## config.mk

```make
export PLATFORM = sky130hd
export DESIGN_NAME = pdm_cic_decimator
export DESIGN_NICKNAME = d
export VERILOG_FILES = /design/src/rtl/pdm_pkg.sv /design/src/rtl/pdm_dc_block.sv /design/src/rtl/pdm_cic_decimator.sv
export SDC_FILE = /design/constraint.sdc
export NUM_CORES = 1
export LEC_CHECK = 0
export BUFFER_PORTS_ARGS = -buffer_cell sky130_fd_sc_hd__buf_4
export CAP_MARGIN = 20
export CORE_MARGIN = 2
export CORE_UTILIZATION = 50
export CTS_CLUSTER_DIAMETER = 40
export DETAILED_ROUTE_END_ITERATION = 8
export PLACE_DENSITY = 0.69
export SETUP_SLACK_MARGIN = 0.3
export SYNTH_ARGS = -nofsm -noshare
export SYNTH_HDL_FRONTEND = slang
export SYNTH_SLANG_ARGS = --single-unit
```

## constraint.sdc

```tcl
create_clock -name clk -period 2.87 [get_ports clk]
set_input_delay 0.574 -clock clk [delete_from_list [all_inputs] [get_ports clk]]
set_output_delay 0.574 -clock clk [all_outputs]
set_load 0.03 [all_outputs]
```

## src/rtl/pdm_pkg.sv

```systemverilog
// ============================================================================
// Module  : pdm_pkg
// Brief   : Shared constants and the output saturation helper for the PDM CIC
//           decimator.
// Revision: 1.0
// ============================================================================
`default_nettype none

package pdm_pkg;

  localparam int DEC_MIN = 4;
  localparam int DEC_MAX = 64;
  localparam int ACC_W   = 3 * $clog2(DEC_MAX) + 2;
  localparam int OUT_W   = 16;
  localparam int WARMUP  = 2;

  localparam logic signed [ACC_W-1:0] SAT_HI = ACC_W'((1 << (OUT_W - 1)) - 1);
  localparam logic signed [ACC_W-1:0] SAT_LO = ~SAT_HI;

  function automatic logic signed [OUT_W-1:0] sat16(input logic signed [ACC_W-1:0] v);
    if (v > SAT_HI) begin
      return SAT_HI[OUT_W-1:0];
    end else if (v < SAT_LO) begin
      return SAT_LO[OUT_W-1:0];
    end
    return v[OUT_W-1:0];
  endfunction

endpackage

`default_nettype wire

```

## src/rtl/pdm_dc_block.sv

```systemverilog
// ============================================================================
// Module  : pdm_dc_block
// Brief   : First-order DC-blocking high-pass, y = x - x' + y' - (y' >>> 8),
//           saturated to 16 bits; one clock of latency.
// Revision: 1.0
// ============================================================================
`default_nettype none

module pdm_dc_block
  import pdm_pkg::*;
(
  input  logic             clk,
  input  logic             rst_n,
  input  logic             clear_i,
  input  logic             valid_i,
  input  logic [OUT_W-1:0] x_i,
  output logic             valid_o,
  output logic [OUT_W-1:0] y_o
);

  localparam int W = OUT_W + 3;

  logic signed [OUT_W-1:0] x_prev_q;
  logic signed [OUT_W-1:0] y_q;
  logic                    valid_q;
  logic signed [W-1:0]     sum_d;

  // Three guard bits hold the worst-case sum of four 16-bit terms.
  assign sum_d = W'($signed(x_i)) - W'(x_prev_q) + W'(y_q) - W'(y_q >>> 8);

  always_ff @(posedge clk) begin
    if (!rst_n || clear_i) begin
      x_prev_q <= '0;
      y_q      <= '0;
      valid_q  <= 1'b0;
    end else begin
      valid_q <= valid_i;
      if (valid_i) begin
        x_prev_q <= x_i;
        y_q      <= sat16(ACC_W'(sum_d));
      end
    end
  end

  assign valid_o = valid_q;
  assign y_o     = y_q;

endmodule

`default_nettype wire

```

## src/rtl/pdm_cic_decimator.sv

```systemverilog
// ============================================================================
// Module  : pdm_cic_decimator
// Brief   : Third-order CIC decimator, 1-bit PDM in, signed 16-bit PCM out with
//           valid/ready and sticky overrun. Define PDM_CIC_DCBLOCK_EN to add
//           the DC-blocking stage (one extra clock of latency).
// Revision: 1.0
// ============================================================================
`default_nettype none

module pdm_cic_decimator #(
  parameter int DEC_MAX = pdm_pkg::DEC_MAX,
  parameter int ACC_W   = pdm_pkg::ACC_W,
  parameter int OUT_W   = pdm_pkg::OUT_W
) (
  input  logic             clk,
  input  logic             rst_n,
  input  logic             enable_i,
  input  logic             pdm_bit_i,
  input  logic             pdm_strobe_i,
  input  logic [6:0]       decim_i,
  input  logic [3:0]       shift_i,
  output logic [OUT_W-1:0] pcm_out_o,
  output logic             pcm_valid_o,
  input  logic             pcm_ready_i,
  output logic             overrun_o,
  input  logic             overrun_clr_i
);

  import pdm_pkg::*;

  typedef logic signed [ACC_W-1:0] acc_t;

  logic [6:0] decim_eff;
  logic [6:0] cnt_q, reff_q;
  logic       step, wrap;
  acc_t       x_in;
  acc_t       i1_q, i2_q, i3_q;
  acc_t       d1_q, d2_q, d3_q;
  acc_t       c1_q, c2_q, c3_q;
  acc_t       y_shift;
  logic       frame_q, v1_q, v2_q, v3_q;
  logic [1:0] warm_q;
  logic       offer;
  logic [OUT_W-1:0] sample;
  logic             out_valid;
  logic [OUT_W-1:0] out_sample;
  logic [OUT_W-1:0] pcm_out_q, pcm_out_d;
  logic             pcm_valid_q, pcm_valid_d;
  logic             overrun_q, overrun_d;

  always_comb begin
    decim_eff = decim_i;
    if (decim_i < 7'(DEC_MIN)) begin
      decim_eff = 7'(DEC_MIN);
    end else if (decim_i > 7'(DEC_MAX)) begin
      decim_eff = 7'(DEC_MAX);
    end
  end

  assign step = enable_i & pdm_strobe_i;
  assign wrap = step && (cnt_q == reff_q - 7'd1);
  assign x_in = pdm_bit_i ? acc_t'(1) : '1;

  // Disable is treated like reset for the filter; the ratio reloads there too.
  always_ff @(posedge clk) begin
    if (!rst_n || !enable_i) begin
      i1_q    <= '0;
      i2_q    <= '0;
      i3_q    <= '0;
      d1_q    <= '0;
      d2_q    <= '0;
      d3_q    <= '0;
      c1_q    <= '0;
      c2_q    <= '0;
      c3_q    <= '0;
      cnt_q   <= '0;
      reff_q  <= decim_eff;
      frame_q <= 1'b0;
      v1_q    <= 1'b0;
      v2_q    <= 1'b0;
      v3_q    <= 1'b0;
      warm_q  <= '0;
    end else begin
      if (step) begin
        i1_q  <= i1_q + x_in;
        i2_q  <= i2_q + i1_q;
        i3_q  <= i3_q + i2_q;
        cnt_q <= wrap ? 7'd0 : cnt_q + 7'd1;
        if (wrap) begin
          reff_q <= decim_eff;
        end
      end
      frame_q <= wrap;
      v1_q    <= frame_q;
      v2_q    <= v1_q;
      v3_q    <= v2_q;
      if (frame_q) begin
        c1_q <= i3_q - d1_q;
        d1_q <= i3_q;
      end
      if (v1_q) begin
        c2_q <= c1_q - d2_q;
        d2_q <= c1_q;
      end
      if (v2_q) begin
        c3_q <= c2_q - d3_q;
        d3_q <= c2_q;
      end
      if (v3_q && (warm_q != 2'(WARMUP))) begin
        warm_q <= warm_q + 2'd1;
      end
    end
  end

  assign offer   = v3_q && (warm_q == 2'(WARMUP));
  assign y_shift = c3_q >>> shift_i;
  assign sample  = sat16(y_shift);

`ifdef PDM_CIC_DCBLOCK_EN
  pdm_dc_block u_dc_block (
    .clk     (clk),
    .rst_n   (rst_n),
    .clear_i (!enable_i),
    .valid_i (offer),
    .x_i     (sample),
    .valid_o (out_valid),
    .y_o     (out_sample)
  );
`else
  assign out_valid  = offer;
  assign out_sample = sample;
`endif

  // A new sample always lands; overrun records that the old one was unread.
  always_comb begin
    pcm_out_d   = pcm_out_q;
    pcm_valid_d = pcm_valid_q;
    overrun_d   = overrun_q;
    if (overrun_clr_i) begin
      overrun_d = 1'b0;
    end
    if (!enable_i) begin
      pcm_valid_d = 1'b0;
    end else if (out_valid) begin
      pcm_out_d   = out_sample;
      pcm_valid_d = 1'b1;
      if (pcm_valid_q && !pcm_ready_i) begin
        overrun_d = 1'b1;
      end
    end else if (pcm_ready_i) begin
      pcm_valid_d = 1'b0;
    end
  end

  always_ff @(posedge clk) begin
    if (!rst_n) begin
      pcm_out_q   <= '0;
      pcm_valid_q <= 1'b0;
      overrun_q   <= 1'b0;
    end else begin
      pcm_out_q   <= pcm_out_d;
      pcm_valid_q <= pcm_valid_d;
      overrun_q   <= overrun_d;
    end
  end

  assign pcm_out_o   = pcm_out_q;
  assign pcm_valid_o = pcm_valid_q;
  assign overrun_o   = overrun_q;

endmodule

`default_nettype wire

```

==> results.toml, run 1 <==
[pwr]
p_leak_nw = 6.45
pwr_density_cell_mw_per_mm2 = 499
internal-power_w = 0.00630
comb_power_share = 0.075
power.share.sequential = 0.375
total_power_w = 0.00831
sw_frac_of_total = 0.242
p_sw_w = 0.00201
irDropWorstVdd_v = 0.000381
clockPowerShare = 0.550

[floorplan]
coreArea_sq_mm = 0.0279
fp.dieH_um = 173
die-area_sq_mm = 0.0299
rows = 61
ioPinCount = 36
start_util = 0.511
die_x_um = 173

[layout]
antenna_cells = 0
area_growth_pct = 16.6
final_core_util = 0.596
finalInstanceArea_sq_mm = 0.0167
layout-drive-gt1-share = 0.143
n_fill_cell = 2455
final_nets = 1861

[placed_design]
dp_hpwl_mm = 23.4
dpl-instance-area_sq_mm = 0.0152
place.port_buffers = 35
gp_congestion = 0.894

[global_route]
grtUsageMet1 = 0.272
use_met3 = 0.0303
grtUsageTotal = 0.212
grt_most_used_layer = "met2"
gr-total-overflow = 0
use_met2 = 0.369
grt_pass1_wl_mm = 54.6
grt_pass1_vias = 11600
grt_max_degree = 71
antenna_found_initial = 0

[timing]
drv_slew = 0
max_slew_margin = 0.486
rsz0062_at_grt = "yes"
setup_viol = 0
clock.fmax_ghz = 0.409
hold_violations = 0
tightestPinTransition_ns = 0.772
min_period_over_period = 0.852
post-route-min-period_ns = 2.44
skew_ns = 0.0187

[clocking]
cts_sinks = 218
path_clk_slew_ns = 0.06
hold_buffers = 0
clk_latency_ns = 0.51
htreeDepth = 2
cts_buffers = 39
clockBufferDepth = 3
cts_tree = "built"
root_buffer = "clkbuf_16"

[worst_setup_path]
endpoint_kind = "flip-flop"
cp-start-kind = "flip-flop"
crit_fanout = 5
path_class = "flip-flop to flip-flop"
arrival_ns = 2.90
required_ns = 3.32

[logic_synthesis]
synth-async-reset-ratio = 0
synth_fa_ha_area_frac = 0.110
synth.avg_cell_area_sq_um = 8.64
synth_top_area_frac = 0.296
synthSimpleGateAreaFrac = 0.176
synth.mux.area_fraction = 0.109
yosys.cell_types.count = 73
synth_common_cells = "211 x dfxtp_1, 185 x nor2_1, 116 x ha_1"
syn_inst = 1652
synth_compound_area_frac = 0.203
yosys_warnings = 0
synth_most_common_cell = "dfxtp_1"
synth_xor_area_frac = 0.0485
synth_nets = 1792
ys_seq_elements = 218
ys_seq_area_frac = 0.311
ys.flop_type = "dfxtp_1"
syn-cell-area_sq_mm = 0.0143
synth_top_family_by_area = "compound AO/OA/AOI/OAI gates"
synth_top_cell_by_area = "dfxtp_1"
synthTopCellsByArea = "dfxtp_1 30%, ha_1 10%, mux2i_1 8.1%"
synth_edf_count = 7

[route]
first_iter_violations = 588
post_drt_wl_per_cell_um = 15.2
via_per_inst = 5.65
ant_nets = 0
drt-pass1-iter-count = 5
vias = 12000
drc = 0
route.final.wire_length_mm = 32.3

[outcome]
outcome = "finished clean"

[flow_run]
max_cap_violations = 0

[min_path]
hp-class = "input port to flip-flop"
==> registers in the layout, indices dropped and copies added, names as in the netlist <==
signal / count
c1_q: 20
d3_q: 20
i2_q: 20
pcm_out_o: 16
c2_q: 20
frame_q: 1
c3_q: 20
i1_q: 20
d2_q: 20
pcm_valid_o: 1
cnt_q: 7
v2_q: 1
d1_q: 20
v1_q: 1
warm_q: 2
overrun_o: 1
i3_q: 20
reff_q: 7
v3_q: 1
==> layout by cell type, fill, tap and decap left out, drive strengths merged, types with 8 or more instances in the layout <==
| master | synthesis | layout |
|---|---|---|
| a21o | 35 | 35 |
| or3 | 11 | 11 |
| nand2 | 77 | 77 |
| o221a | 15 | 15 |
| a21oi | 108 | 108 |
| inv | 89 | 94 |
| xnor2 | 61 | 61 |
| o211ai | 19 | 19 |
| nor3b | 14 | 14 |
| nand2b | 20 | 20 |
| o21a | 30 | 30 |
| nor3 | 30 | 30 |
| nand4 | 9 | 9 |
| a21boi | 12 | 12 |
| nor2 | 185 | 185 |
| a31oi | 12 | 12 |
| clkinv | 2 | 11 |
| nor2b | 27 | 27 |
| o21ai | 91 | 91 |
| clkbuf | 54 | 46 |
| or2 | 8 | 8 |
| xor2 | 18 | 18 |
| a211oi | 48 | 48 |
| buf | 15 | 96 |
| ha | 116 | 116 |
| nand3 | 41 | 41 |
| mux4 | 15 | 15 |
| mux2i | 116 | 116 |
| dfxtp | 211 | 211 |
| and2 | 11 | 11 |
| nand3b | 32 | 32 |
| and3 | 14 | 14 |
| o21bai | 13 | 13 |
==> final cells by class <==
type	count	area [sq um]	share of cell area
inverters	91	345	0.0207
well taps	378	473	0.0284
clock inverters	23	244	0.0147
flip-flops and latches	218	4450	0.267
repair inverters	1	7.51	0.000451
repair buffers	96	733	0.0440
multi-input cells	1274	9340	0.561
clock buffers	46	1060	0.0639
==> critical path, stage by stage, from the launching register on <==
cell and delay [ns]:
dfxtp_1 0.36, inv_1 0.06, ha_1 0.20, fa_1 0.40
nor2b_1 0.16, o31a_1 0.27, o21ai_2 0.12, o211ai_1 0.30
a31oi_1 0.14, or3_1 0.32, nand3_1 0.07
==> routing by layer <==
metal | vias to the layer above | wire length [um]
met2 | 168 | 15800
met3 | 53 | 1000
met5 | - | 0
met4 | 0 | 644
met1 | 5635 | 14800
li1 | 6164 | -
==> power groups by stage <==
stage	clock network (W)	registers, W	logic [W]
after floorplan	0	0.00316	0.000440
after global placement	0	0.00317	0.000591
after detailed placement	0	0.00317	0.000606
after CTS	0.00465	0.00311	0.000612
after global routing	0.00481	0.00311	0.000690
final	0.00457	0.00311	0.000624
==> path summary, 6_finish.rpt <==
path,from,to,slack (ns),cells past startpoint
worst min register to register,i1_q[19]$_SDFFE_PN0P_,i1_q[19]$_SDFFE_PN0P_,0.47,2
worst min-delay path,decim_i[6],reff_q[6]$_SDFFCE_PN0P_,0.28,1
worst max register to register,c2_q[0]$_SDFFE_PN0P_,c3_q[16]$_SDFFE_PN0P_,0.43,10
worst max-delay path,c2_q[0]$_SDFFE_PN0P_,c3_q[16]$_SDFFE_PN0P_,0.43,10
==> kinds of logic after synthesis <==
logic type / after synthesis
buffers and inverters: 160
flip-flops: 218
adder cells (fa/ha/maj): 122
AND/OR/NAND/NOR: 504
multiplexers: 135
XOR/XNOR: 79
AO/OA/AOI/OAI: 434
==> timing repair <==
item / in CTS / in global routing
pin swaps: 0 / 11
gates resized for setup: 2 / 28
cloned: 0 / 1
setup endpoints to repair: 2 / 30
setup buffers: 0 / 6
==> per-stage QoR <==
step	hold WS [ns]	std cells	setup WS, ns	TNS (ns)
detailed placement	0.457	2051	-0.136	-0.353
global route	0.276	2127	0.241	0
floorplan	0.435	1652	0.141	0
finish	0.284	2127	0.425	0
CTS	0.265	2120	0.307	0
global placement	0.446	2051	-0.0997	-0.151
Note: power is estimated with default switching activity, not from simulation.
==> run 2: changes to the inputs <==
GPL_TIMING_DRIVEN = 0   (was not set)
==> run 2 against run 1 <==
- sequential power about the same
- combinational power about the same
- clock-buffer cell count up 5
- sequential cell count is the same
- wire length grew 15%
- final area decreased by 0.29%
- clock power is 4% higher
- cell count rose by 0.71%
- die area unchanged
- critical path depth fell by 1
- non-clock buffer count is 13 higher
- clock skew down 0.0075 ns
- largest cell class unchanged
- highest routed layer unchanged
==> results.toml, run 2 (synthesis results as in run 1) <==
[worst_setup_path]
r2r_end = "i2_q[19]$_SDFFE_PN0P_"
rr_worst_depth = 9
crit_fanout = 5
r2r_start = "i1_q[0]$_SDFFE_PN0P_"
cp-start-kind = "flip-flop"
required_ns = 3.24
rrSetupSlack_ns = 0.39
endpoint_kind = "flip-flop"
path_class = "flip-flop to flip-flop"
arrival_ns = 2.85

[timing]
clock.fmax_ghz = 0.403
tightestPinTransition_ns = 0.967
drv_slew = 0
rsz0062_at_grt = "yes"
max_slew_margin = 0.355
hold_ws_ns = 0.343
setup_viol = 0
hold_violations = 0
finalSetupTns_ns = 0
post-route-min-period_ns = 2.48
skew_ns = 0.0112
min_period_over_period = 0.864

[route]
first_iter_violations = 708
wl_met1_mm = 16.8
vias = 12500
post_drt_wl_per_cell_um = 17.3
drt-pass1-iter-count = 6
routed.top_layer = "met4"
dr_wl_met3_mm = 1.47
wl_met2_mm = 17.9
route.final.wire_length_mm = 37.2
via_per_inst = 5.82
drc = 0
ant_nets = 0

[clocking]
htreeDepth = 2
cts_buffers = 41
clockBufferDepth = 3
cts_tree = "built"
root_buffer = "clkbuf_16"
clk_latency_ns = 0.52
cts_sinks = 218
path_clk_slew_ns = 0.05

[layout]
area_growth_pct = 16.3
mostFrequentLayoutCell = "dfxtp_1"
final_nets = 1875
layout-drive-gt1-share = 0.115
final_cell_mix = "209 x dfxtp_1, 185 x nor2_1, 115 x mux2i_1"
antenna_cells = 0
n_fill_cell = 2490

[pwr]
power.share.sequential = 0.367
clockPowerShare = 0.559
internal-power_w = 0.00647
sw_frac_of_total = 0.237
p_leak_nw = 6.32
p_sw_w = 0.00201
pwr_density_cell_mw_per_mm2 = 511
comb_power_share = 0.074
irDropWorstVdd_v = 0.000430

[global_route]
grt_pass1_wl_mm = 59.9
antenna_found_initial = 0
gr-total-overflow = 0
grt_pass1_vias = 11900
grtUsageTotal = 0.241
grt_max_degree = 16

[outcome]
outcome = "finished clean"

[min_path]
whs_endpoint = "reff_q[1]$_SDFFCE_PN0P_"
min_from = "decim_i[1]"
hp-class = "input port to flip-flop"
holdPathStages = 2

[flow_run]
max_cap_violations = 0

[floorplan]
ioPinCount = 36
die-area_sq_mm = 0.0299
fp.dieH_um = 173
rows = 61
die_x_um = 173
start_util = 0.511
coreArea_sq_mm = 0.0279

[placed_design]
place.port_buffers = 31
dp_hpwl_mm = 27.1
gp_congestion = 0.896
-- run 2: changes by cell type in the layout (fill, tap and decap cells not counted), sizes merged --
cell,previous run,this run
inv,94,90
buf,96,55
clkinvlp,7,6
clkbuf,46,105
bufinv,3,5
-- run 2: per-layer routing --
layer | up-vias | GRT usage
met3 | 85 | 0.0308
met2 | 269 | 0.423
met5 | - | 0
met4 | 0 | 0.0858
met1 | 5900 | 0.304
li1 | 6206 | -
-- run 2: worst max-delay path by stage --
stage	from	cells after the start	slack (ns)	end
floorplan	pdm_bit_i	9	0.14	i1_q[19]$_SDFFE_PN0P_
finish	i1_q[0]$_SDFFE_PN0P_	9	0.39	i2_q[19]$_SDFFE_PN0P_
global route	i2_q[1]$_SDFFE_PN0P_	9	0.11	i2_q[19]$_SDFFE_PN0P_
global placement	rst_n	7	-0.72	i1_q[11]$_SDFFE_PN0P_
detailed placement	rst_n	7	-0.75	i1_q[11]$_SDFFE_PN0P_
CTS	i1_q[0]$_SDFFE_PN0P_	9	0.30	i2_q[16]$_SDFFE_PN0P_
-- run 2: critical path, stage by stage (launching register included) --
cell and delay, ns:
dfxtp_1 0.49, ha_2 0.27, a211oi_1 0.11, o21ai_1 0.29
a311oi_2 0.15, buf_4 0.18, nor4b_2 0.34, mux2i_1 0.28
nand3_1 0.10, nor3b_1 0.14
-- run 2: final cells by class --
type | count | area (sq um) | share of cell area
plain buffers | 69 | 288 | 0.0173
clock buffers | 51 | 1090 | 0.0659
clock inverters | 21 | 259 | 0.0156
inverters | 91 | 345 | 0.0208
multi-input cells | 1274 | 9400 | 0.566
flip-flops and latches | 218 | 4440 | 0.267
well taps | 378 | 473 | 0.0285
repair buffers | 40 | 313 | 0.0188
-- run 2: timing repair --
| item | 4_1_cts | 5_1_grt |
|---|---|---|
| pin swaps | 1 | 12 |
| hold buffers | 0 | 0 |
| gates resized for setup | 14 | 33 |
| endpoints found under the setup margin | 44 | 39 |
| buffers inserted | 4 | 5 |
-- run 2: metrics by stage --
stage	utilization	setup WS (ns)	instance area, sq um	power [W]	std cells
3_3_place_gp	0.537	-0.718	15000	0.00375	2061
2_1_floorplan	-	0.141	14300	0.00360	1652
5_1_grt	0.594	0.107	16600	0.00873	2142
6_report	0.594	0.391	16600	0.00848	2142
4_1_cts	0.589	0.303	16500	0.00853	2137
3_5_place_dp	0.537	-0.749	15000	0.00377	2061
-- run 2: power groups by stage --
stage          Clock, W  Sequential, W  Combinational (W)
2_1_floorplan         0        0.00316           0.000440
3_3_place_gp          0        0.00317           0.000582
3_5_place_dp          0        0.00317           0.000592
4_1_cts         0.00481        0.00311           0.000609
5_1_grt         0.00493        0.00311           0.000685
6_report        0.00474        0.00311           0.000626
==> run 3: changes to the inputs <==
==> constraint.sdc (replaced) <==
create_clock -name clk -period 2.87 [get_ports clk]
set_input_delay 0.4305 -clock clk [delete_from_list [all_inputs] [get_ports clk]]
set_output_delay 0.4305 -clock clk [all_outputs]
set_load 0.03 [all_outputs]
==> run 3 against run 2 <==
- clock power decreased by 6.5%
- register-to-register slack got worse by 0.02 ns
- worst setup slack got worse by 0.019 ns
- clock-buffer cell count decreased by 3
- cell count decreased by 0.23%
- utilization decreased by 0.42 points
- wire length decreased by 2.7%
- first-iteration DRC count increased by 4.9%
- final area decreased by 0.70%
==> results.toml, run 3 (synthesis results as in run 1) <==
[outcome]
outcome = "finished clean"

[route]
via_per_inst = 5.82
route.final.wire_length_mm = 36.2
vias = 12400
drc = 0
first_iter_violations = 743
drt-pass1-iter-count = 5
ant_nets = 0
post_drt_wl_per_cell_um = 16.9

[timing]
rsz0062_at_grt = "yes"
tightestPinTransition_ns = 0.986
hold_ws_ns = 0.201
min_period_over_period = 0.870
post-route-min-period_ns = 2.50
skew_ns = 0.0189
drv_slew = 0
max_slew_margin = 0.343
hold_violations = 0
setup_viol = 0
clock.fmax_ghz = 0.400

[global_route]
use_met3 = 0.0312
grt_most_used_layer = "met2"
grtUsageMet1 = 0.313
grt_pass1_wl_mm = 60.1
gr-total-overflow = 0
grtUsageTotal = 0.240
grt_max_degree = 15
use_met2 = 0.405
antenna_found_initial = 0
grt_pass1_vias = 11900

[placed_design]
place.port_buffers = 31
dp_hpwl_mm = 26.9
gp_congestion = 0.909

[worst_setup_path]
crit_fanout = 5
path_class = "flip-flop to flip-flop"
endpoint_kind = "flip-flop"
cp_slowest_cell = "a311oi_2"
crit_chain = "ha_1, a211oi_1, o21ai_1, a311oi_2, nor4b_2, mux2i_1, nand3_1, nor3b_1"
crit_buf_inv = 0
max_stage_delay_ns = 0.51
startpoint = "i2_q[1]$_SDFFE_PN0P_"
required_ns = 3.24
r2r_start = "i2_q[1]$_SDFFE_PN0P_"
arrival_ns = 2.87
cp-start-kind = "flip-flop"
crit_family = "compound AO/OA/AOI/OAI gates"

[clocking]
htreeDepth = 2
cts_tree = "built"
root_buffer = "clkbuf_16"
cts_buffers = 39
clk_latency_ns = 0.52
cts_sinks = 218
clockBufferDepth = 3
path_clk_slew_ns = 0.06

[floorplan]
ioPinCount = 36
coreArea_sq_mm = 0.0279
die_x_um = 173
rows = 61
fp.dieH_um = 173
die-area_sq_mm = 0.0299
start_util = 0.511

[min_path]
hp-class = "input port to flip-flop"
min_from = "decim_i[1]"

[layout]
final_cell_mix = "207 x dfxtp_1, 185 x nor2_1, 115 x mux2i_1, 115 x ha_1, 105 x a21oi_1"
area_growth_pct = 15.5
final_nets = 1871
layout-drive-gt1-share = 0.114
mostFrequentLayoutCell = "dfxtp_1"
n_fill_cell = 2561
final_core_util = 0.590
antenna_cells = 0

[pwr]
irDropWorstVdd_v = 0.000433
p_leak_nw = 6.26
pwr_density_cell_mw_per_mm2 = 495

[flow_run]
max_cap_violations = 0
run 3: what timing repair did:
action                     CTS  global route
hold buffers                 0             0
setup endpoints to repair   35            37
pin swaps                    0            11
setup buffers                3             4
resized for setup           11            36
run 3: per-stage QoR:
step	cell area, sq um	power [W]	setup WS (ns)	std cells	setup TNS (ns)
floorplan	14300	0.00360	0.284	1652	0
global placement	15000	0.00375	-0.562	2061	-14.40
detailed placement	15000	0.00376	-0.553	2061	-13.63
CTS	16300	0.00821	0.322	2133	0
global route	16500	0.00843	0.201	2137	0
finish	16500	0.00815	0.372	2137	0
run 3: area by class of cell:
| type | count | area (sq um) | share of cell area |
|---|---|---|---|
| Timing Repair Buffer | 38 | 298 | 0.0181 |
| Tap cell | 378 | 473 | 0.0287 |
| Sequential cell | 218 | 4440 | 0.269 |
| Clock buffer | 48 | 1050 | 0.0637 |
| Buffer | 69 | 288 | 0.0175 |
| Multi-Input combinational cell | 1274 | 9380 | 0.569 |
| Clock inverter | 21 | 210 | 0.0127 |
| Inverter | 91 | 345 | 0.0209 |
run 3: final timing paths:
| path | end | slack [ns] | cells after the start |
|---|---|---|---|
| worst min register to register | i1_q[19]$_SDFFE_PN0P_ | 0.46 | 2 |
| worst max-delay path | i2_q[19]$_SDFFE_PN0P_ | 0.37 | 8 |
| worst max register to register | i2_q[19]$_SDFFE_PN0P_ | 0.37 | 8 |
| worst min-delay path | reff_q[1]$_SDFFCE_PN0P_ | 0.20 | 2 |
run 3: metal layers:
layer  part of all wire  up-vias
met3              0.038       95
li1                   -     6193
met5                  0        -
met1               0.46     5881
met4              0.035        0
met2               0.47      259
run 3: worst reg2reg max path, stage by stage (launching register included):
cell and delay, ns:
dfxtp_1 0.47, ha_1 0.30, a211oi_1 0.32, o21ai_1 0.17, a311oi_2 0.51, nor4b_2 0.15, mux2i_1 0.22, nand3_1 0.09
nor3b_1 0.14
run 3: power by group:
group          internal (W)  leakage, nW  switching [W]
Clock               0.00281        0.603        0.00162
Combinational      0.000241         3.88       0.000376
Sequential          0.00308         1.78      0.0000335
